<file path="src/rtl/demux_destino.sv">
`default_nettype none
// ============================================================================
//  Module      : demux_destino
//  Description : Receive-side destination demultiplexer. Routes each word of
//                the arbiter output stream to FIFO D0 or D1 according to
//                data[DEST_BIT]. A 2-entry skid buffer absorbs upstream pop
//                latency while a destination is almost full. Global word
//                order is preserved (a blocked head also blocks the other
//                destination).
//  Ports       : clk, reset (async, active-high)
//                data_in/valid_in            : word stream from arbiter mux
//                D0_almost_full/D1_almost_full : destination backpressure
//                push_Dx/data_out_Dx         : registered push + word per dest
//                pause                       : registered stop-popping request
//                count_Dx                    : wrapping delivered-word counters
//                err_overflow                : sticky, a word was dropped
//                idle                        : buffer empty and no push issued
//  Revision    : 1.0  initial release
// ============================================================================
module demux_destino #(
    parameter int DATA_WIDTH = 6,
    parameter int DEST_BIT   = 4,
    parameter int CNT_WIDTH  = 5
) (
    input  logic                  clk,
    input  logic                  reset,
    input  logic [DATA_WIDTH-1:0] data_in,
    input  logic                  valid_in,
    input  logic                  D0_almost_full,
    input  logic                  D1_almost_full,
    output logic                  push_D0,
    output logic                  push_D1,
    output logic [DATA_WIDTH-1:0] data_out_D0,
    output logic [DATA_WIDTH-1:0] data_out_D1,
    output logic                  pause,
    output logic [CNT_WIDTH-1:0]  count_D0,
    output logic [CNT_WIDTH-1:0]  count_D1,
    output logic                  err_overflow,
    output logic                  idle
);

    // Buffer occupancy encoding
    typedef enum logic [1:0] {
        S_EMPTY = 2'd0,
        S_ONE   = 2'd1,
        S_TWO   = 2'd2
    } occ_t;

    localparam logic [CNT_WIDTH-1:0] c_CNT_ONE = 1;

    occ_t                  r_occ;
    logic [DATA_WIDTH-1:0] r_head;
    logic [DATA_WIDTH-1:0] r_tail;
    logic                  r_push_d0;
    logic                  r_push_d1;
    logic [DATA_WIDTH-1:0] r_data_d0;
    logic [DATA_WIDTH-1:0] r_data_d1;
    logic                  r_pause;
    logic [CNT_WIDTH-1:0]  r_count_d0;
    logic [CNT_WIDTH-1:0]  r_count_d1;
    logic                  r_err;

    logic                  w_buf_nonempty;
    logic                  w_cand_valid;
    logic [DATA_WIDTH-1:0] w_cand;
    logic                  w_cand_dest;
    logic                  w_target_af;
    logic                  w_send;
    logic                  w_arrival;
    occ_t                  w_occ_next;

    // Candidate selection: the buffer head always has priority over data_in
    // so that global order is kept.
    assign w_buf_nonempty = (r_occ != S_EMPTY);
    assign w_cand_valid   = w_buf_nonempty | valid_in;
    assign w_cand         = w_buf_nonempty ? r_head : data_in;
    assign w_cand_dest    = w_cand[DEST_BIT];
    assign w_target_af    = w_cand_dest ? D1_almost_full : D0_almost_full;
    assign w_send         = w_cand_valid & ~w_target_af;
    // data_in that is not itself the candidate must be appended behind it
    assign w_arrival      = valid_in & w_buf_nonempty;

    always_comb begin
        w_occ_next = r_occ;
        case (r_occ)
            S_EMPTY: begin
                if (valid_in && !w_send) w_occ_next = S_ONE;
            end
            S_ONE: begin
                if (w_send && !w_arrival)      w_occ_next = S_EMPTY;
                else if (!w_send && w_arrival) w_occ_next = S_TWO;
                else                           w_occ_next = S_ONE;
            end
            S_TWO: begin
                if (w_send && !w_arrival) w_occ_next = S_ONE;
                else                      w_occ_next = S_TWO;
            end
            default: w_occ_next = S_EMPTY;
        endcase
    end

    always_ff @(posedge clk or posedge reset) begin
        if (reset) begin
            r_occ      <= S_EMPTY;
            r_head     <= '0;
            r_tail     <= '0;
            r_push_d0  <= 1'b0;
            r_push_d1  <= 1'b0;
            r_data_d0  <= '0;
            r_data_d1  <= '0;
            r_pause    <= 1'b0;
            r_count_d0 <= '0;
            r_count_d1 <= '0;
            r_err      <= 1'b0;
        end else begin
            r_occ     <= w_occ_next;
            r_pause   <= (w_occ_next != S_EMPTY);
            r_push_d0 <= w_send & ~w_cand_dest;
            r_push_d1 <= w_send &  w_cand_dest;

            if (w_send && !w_cand_dest) begin
                r_data_d0  <= w_cand;
                r_count_d0 <= r_count_d0 + c_CNT_ONE;
            end
            if (w_send && w_cand_dest) begin
                r_data_d1  <= w_cand;
                r_count_d1 <= r_count_d1 + c_CNT_ONE;
            end

            // Buffer storage moves
            case (r_occ)
                S_EMPTY: begin
                    if (valid_in && !w_send) r_head <= data_in;
                end
                S_ONE: begin
                    if (w_send && w_arrival)       r_head <= data_in;
                    else if (!w_send && w_arrival) r_tail <= data_in;
                end
                S_TWO: begin
                    if (w_send) begin
                        // Head leaves; tail advances and any arrival refills the tail
                        r_head <= r_tail;
                        if (w_arrival) r_tail <= data_in;
                    end else if (w_arrival) begin
                        // No room: arriving word is dropped
                        r_err <= 1'b1;
                    end
                end
                default: ;
            endcase
        end
    end

    assign push_D0      = r_push_d0;
    assign push_D1      = r_push_d1;
    assign data_out_D0  = r_data_d0;
    assign data_out_D1  = r_data_d1;
    assign pause        = r_pause;
    assign count_D0     = r_count_d0;
    assign count_D1     = r_count_d1;
    assign err_overflow = r_err;
    assign idle         = (r_occ == S_EMPTY) & ~r_push_d0 & ~r_push_d1;

endmodule
`default_nettype wire

</file>
<file path="config.mk">
export PLATFORM = sky130hd
export DESIGN_NAME = demux_destino
export DESIGN_NICKNAME = d
export VERILOG_FILES = /design/src/rtl/demux_destino.sv
export SDC_FILE = /design/constraint.sdc
export NUM_CORES = 1
export LEC_CHECK = 0
export ABC_AREA = 1
export BUFFER_PORTS_ARGS = -buffer_cell sky130_fd_sc_hd__buf_4
export CORE_AREA = 3 3 76 64
export CTS_CLUSTER_DIAMETER = 150
export DETAILED_ROUTE_END_ITERATION = 6
export DIE_AREA = 0 0 79 67
export GPL_TIMING_DRIVEN = 0
export PLACE_DENSITY = 0.72
export SYNTH_ARGS = -nofsm -noshare
export SYNTH_HDL_FRONTEND = slang
export SYNTH_SLANG_ARGS = --single-unit
</file>
<file path="constraint.sdc">
create_clock -name clk -period 2.32 [get_ports clk]
set_clock_uncertainty 0.1 [all_clocks]
set_input_delay 0.348 -clock clk [delete_from_list [all_inputs] [get_ports clk]]
set_output_delay 0.348 -clock clk [all_outputs]
set_load 0.01 [all_outputs]
</file>
Word level (Yosys, flattened, before mapping). Cells that the tools add are included.

Register bits after elaboration: 40. Output and inout bits: 27.

Equal/unequal tests: 8. Reduce and logical (&&, ||, !) cells: 17. Multiplexer cells: 16. Add/sub/neg operators: 2. Bitwise logic cells: 12.

Operators with widths (number): $mux W6 (8); $pmux W6 S3 (1); $ne A2 B2 Y1 const B (6); $pmux W6 S2 (1); $add A5 B1 Y5 const B (2); $mux W2 (4); $and A1 B1 Y1 (6); $logic_and A1 B1 Y1 (6); $pmux W2 S3 (1); $reduce_bool A2 Y1 (3); $not A1 Y1 (5); $reduce_and A5 Y1 (1); $reduce_and A4 Y1 (1); $logic_not A1 Y1 (3); $reduce_and A3 Y1 (1); $reduce_bool A3 Y1 (1); $eq A2 B1 Y1 const B (1); $eq A2 B2 Y1 const B (1); $logic_not A2 Y1 (1); $mux W1 (1); $or A1 B1 Y1 (1).

Logic depth before layout (Yosys ltp).
Word-level depth: 11. Mapped depth: 14. Gate-level depth less buffers: 13.

Least setup slack after synthesis. Ideal clock, no wire load.

Path kind: reg2reg. From: register r_occ[1]. To: register r_pause, in the netlist pause. Arrival: 2024 ps. Stages on the path, launching flop included: 14. Setup slack: 80 ps. Library setup time: 116 ps. Path through: dfrtp_1 -> nor2_4 -> nand2_1 -> nand3_2 -> nand2_4 -> a21oi_4 -> buf_6 -> inv_1 -> ha_1 -> a22o_1 -> inv_1 -> o21ai_0 -> inv_1 -> nand2_1.

Word-level cells in the longest chain between the ends: 11. Elaborated cells between the ends (all ways): 21. Classes of those cells: 2 x eq/ne; 7 x mux; 4 x bitwise; 8 x reduce/logical.

RTL lines: start, declared (RTL line 51) `occ_t r_occ;`; start signal, assigned (RTL line 116) `r_occ <= w_occ_next;`; $reduce_bool A2 Y1 (RTL line 74) `assign w_buf_nonempty = (r_occ != S_EMPTY);`; $mux W6 (RTL line 76) `assign w_cand = w_buf_nonempty ? r_head : data_in;`; $mux W1 (RTL line 78) `assign w_target_af = w_cand_dest ? D1_almost_full : D0_almost_full;`; $not A1 Y1 (RTL line 79) `assign w_send = w_cand_valid & ~w_target_af;`; $and A1 B1 Y1 (RTL line 79); $logic_not A1 Y1 (RTL line 87, 91); $logic_and A1 B1 Y1 (RTL line 91) `else if (!w_send && w_arrival) w_occ_next = S_TWO;`; $mux W2 (RTL line 91); $mux W2 (RTL line 90) `if (w_send && !w_arrival) w_occ_next = S_EMPTY;`; $pmux W2 S3 * (RTL line 85) `case (r_occ)`; via w_occ_next[0] (RTL line 70) `occ_t w_occ_next;`; $reduce_bool A2 Y1 * (RTL line 117) `r_pause <= (w_occ_next != S_EMPTY);`; end signal, assigned (RTL line 117); end, declared (RTL line 58) `logic r_pause;`.

The timed path passes the listed nets; every way through them passes the cells marked *. A chain may end at the register's enable or synchronous reset.

Worst setup path after layout.
From: register r_occ[0]. To: register r_tail[4].

Word-level cells in the longest chain between the ends: 9. Elaborated cells between the ends (all ways): 19. Classes of those cells: 6 x eq/ne; 3 x mux; 4 x bitwise; 6 x reduce/logical.

RTL lines: $reduce_bool A2 Y1 (RTL line 74); $mux W6 (RTL line 76); $mux W1 (RTL line 78); $not A1 Y1 (RTL line 79); $and A1 B1 Y1 (RTL line 79); $logic_not A1 Y1 (RTL line 137) `else if (!w_send && w_arrival) r_tail <= data_in;`; $logic_and A1 B1 Y1 (RTL line 137); $ne A2 B2 Y1 (no line); $reduce_and A5 Y1 (no line); end signal, assigned (RTL line 137); end signal, assigned (RTL line 143) `if (w_arrival) r_tail <= data_in;`; end, declared (RTL line 53) `logic [DATA_WIDTH-1:0] r_tail;`.

Several ways; a longest one is shown, not always the timed one.

==> impl_metrics.yaml <==
status:
  status: "finished clean"
route:
  drc_errors: 0
  drt-pass1-iter-count: 4
  num_vias: 1662
  wl_per_cell_um: 11.9
  drtAntennaViolNets: 0
  drt_wl_total_um: 4090
  drtIter0Drc: 148
  viasPerCell: 4.83
placement:
  dp_cells: 330
  hpwl_um: 2980
  place.gp.congestion: 0.805
  port_buffers: 37
critical_path:
  crit_arrival_ps: 2220
  startpoint_type: "register"
  end_kind: "register"
  max_stage_delay_ps: 410
  critPathMaxFanout: 10
  crit_slowest_cell: "dfrtp_1"
  worstPathRequired_ps: 2390
  worstSetupPathType: "reg -> reg"
  path_cells: "inv_1 -> nand2_2 -> nand2_1 -> nand3_2 -> nand2_4 -> a21oi_4 -> buf_6 -> ha_1 -> o31ai_4 -> nand2_4 -> nand2_1 -> o21ai_1"
global_route:
  grt_max_degree: 41
  grt_antenna_before_repair: 0
  grt_pass1_wl_um: 7020
  grt-ovfl-total: 0
  first_global_vias: 1484
  grt_use_total: 0.174
logic_synthesis:
  yosys-top-cells-area: "dfrtp_1 (50%), nand2_1 (17%), nand3_1 (7.5%), inv_1 (3.9%), ha_1 (3.1%)"
  synth-edff-count: 0
  async_flop_share: 1.00
  synth-seq-cells: 40
  synthFlopType: "dfrtp_1"
  ys_seq_area_frac: 0.501
  ys_types: 26
  ys_warn_count: 0
  syn_inst: 236
  yosysMostFrequentCell: "nand2_1"
  synth_common_cells: "nand2_1 (93), dfrtp_1 (40), nand3_1 (30), inv_1 (21), o21ai_0 (8)"
  syn-num-nets: 252
  synth_area_per_cell_um2: 8.47
  yosys.area.top_type_share: 0.501
  yosys.area.top_type: "dfrtp_1"
  synth.cell_area_um2: 2000
sta:
  slew_headroom: 0.460
  hold_viol: 0
  period_minus_slack_ps: 2150
  post-route-period-util: 0.927
  timing.fmax_ghz: 0.465
  slew_violations: 0
  setup_violations: 0
  worst_pin_slew_ps: 810
  fin_setup_tns_ps: 0
layout:
  area_growth_pct: 25.0
  diodes: 0
  n_fill_cell: 402
  final_util: 0.602
  layout-drive-gt1-share: 0.254
  layout.nets: 303
  final_cells: 344
power:
  max-vdd-ir-drop_mv: 0.569
  p_leak_uw: 0.00138
  p_per_area_nw_per_um2: 1370
cts:
  cts_tree: "yes"
  cts_max_level: 2
  insertion_delay_ps: 280
  clock_path_buffers: 2
  cts_root_buf: "clkbuf_8"
  cts.reportedPaths.clkPinSlew_ps: 80
  clock_sinks: 40
  numCtsBuffers: 5
  cts_hold_buf: 0
floorplan:
  fp.coreArea_um2: 4150
  die_w_um: 79
  die_area_um2: 5290
  io_pins: 38
  die_h_um: 67
  start_util: 0.482
  rows: 21
run:
  maxCapViolations: 0
worst_hold_path:
  hp-class: "in -> async"
-- flip-flops by register name (all words and copies together), names as in the netlist --
| register | cells |
|---|---|
| pause | 1 |
| push_D1 | 1 |
| data_out_D1 | 6 |
| r_tail | 6 |
| err_overflow | 1 |
| r_head | 6 |
| push_D0 | 1 |
| r_occ | 2 |
| count_D0 | 5 |
| count_D1 | 5 |
| data_out_D0 | 6 |
-- what timing repair did --
action | CTS | global route
buffers inserted | 2 | 5
pin swaps | 1 | 1
gates resized for setup | 1 | 4
endpoints found under the setup margin | 14 | 13
-- kinds of logic (layout without fill, tap and decap cells) --
group,count (synthesis),after routing,synth area share
buf+inv,30,81,0.0732
flops,40,40,0.501
compound gates,19,19,0.0663
xor+xnor,6,6,0.0263
fa+ha+maj,5,5,0.0313
simple gates,136,136,0.302
-- per-stage QoR --
stage	area, um^2	setup WS (ps)	power [uW]	hold WS (ps)
floorplan	2000	80.0	2330	342
CTS	2450	23.8	3390	158
global route	2500	-0.0624	3770	194
global placement	2350	-132	2860	346
detailed placement	2350	-192	2910	353
finish	2500	170	3430	113
-- critical path: cells and delay by family (launching register included) --
kind	cells	cell delay [ps]
simple gates	6	590
fa+ha+maj	1	240
flops	1	410
buf+inv	2	260
compound gates	3	430
-- final cells by class --
cell class	instances	area, um^2	area share
multi-input cells	166	871	0.349
repair buffers	44	330	0.132
plain buffers	8	63.8	0.0255
inverters	22	82.6	0.0330
well taps	57	71.3	0.0285
flip-flops and latches	40	1000	0.401
clock buffers	6	72.6	0.0290
clock inverters	1	5.00	0.00200
-- worst paths after layout --
path                                startpoint              to  slack, ps  cells past startpoint
worst min-delay path                     reset     count_D1[2]        110                      2
worst min register to register  data_out_D1[4]  data_out_D1[4]        370                      2
min in group clk                    data_in[1]       r_tail[1]        230                      3
worst max-delay path                  r_occ[0]       r_tail[4]        170                     12
max in group asynchronous                reset        r_occ[1]       1440                      2
worst max register to register        r_occ[0]       r_tail[4]        170                     12
-- per-layer routing --
metal | share of wire | routed length (um) | vias to the layer above | global-route usage
li1 | - | - | 852 | -
met1 | 0.47 | 1910 | 753 | 0.236
met2 | 0.45 | 1850 | 48 | 0.266
met3 | 0.062 | 253 | 9 | 0.0446
met4 | 0.021 | 84 | 0 | 0.0665
met5 | 0 | 0 | - | 0
-- power by group --
part           leakage (uW)  switching (uW)  internal (uW)
clock             0.0000410             223            204
sequential         0.000505             209            996
combinational      0.000833            1020            780
total               0.00138            1450           1980
-- placed cells by master, fill, tap and decap left out, types with 2 or more instances in the layout --
cell type	Yosys	routed
nand2_4	3	4
a21oi_4	2	2
nand3b_1	2	2
nand2_1	93	91
buf_2	3	3
ha_1	5	5
nand3_2	2	2
xor2_1	2	2
inv_1	21	20
o21ai_1	4	4
nand3_1	30	30
clkbuf_8	0	5
dfrtp_1	40	39
nor2_1	2	2
nand2_2	2	3
xnor2_1	4	4
inv_2	1	2
buf_4	0	44
clkbuf_1	1	2
buf_6	4	4
o21ai_0	8	8
No activity file was read; power rests on OpenSTA's default activity.
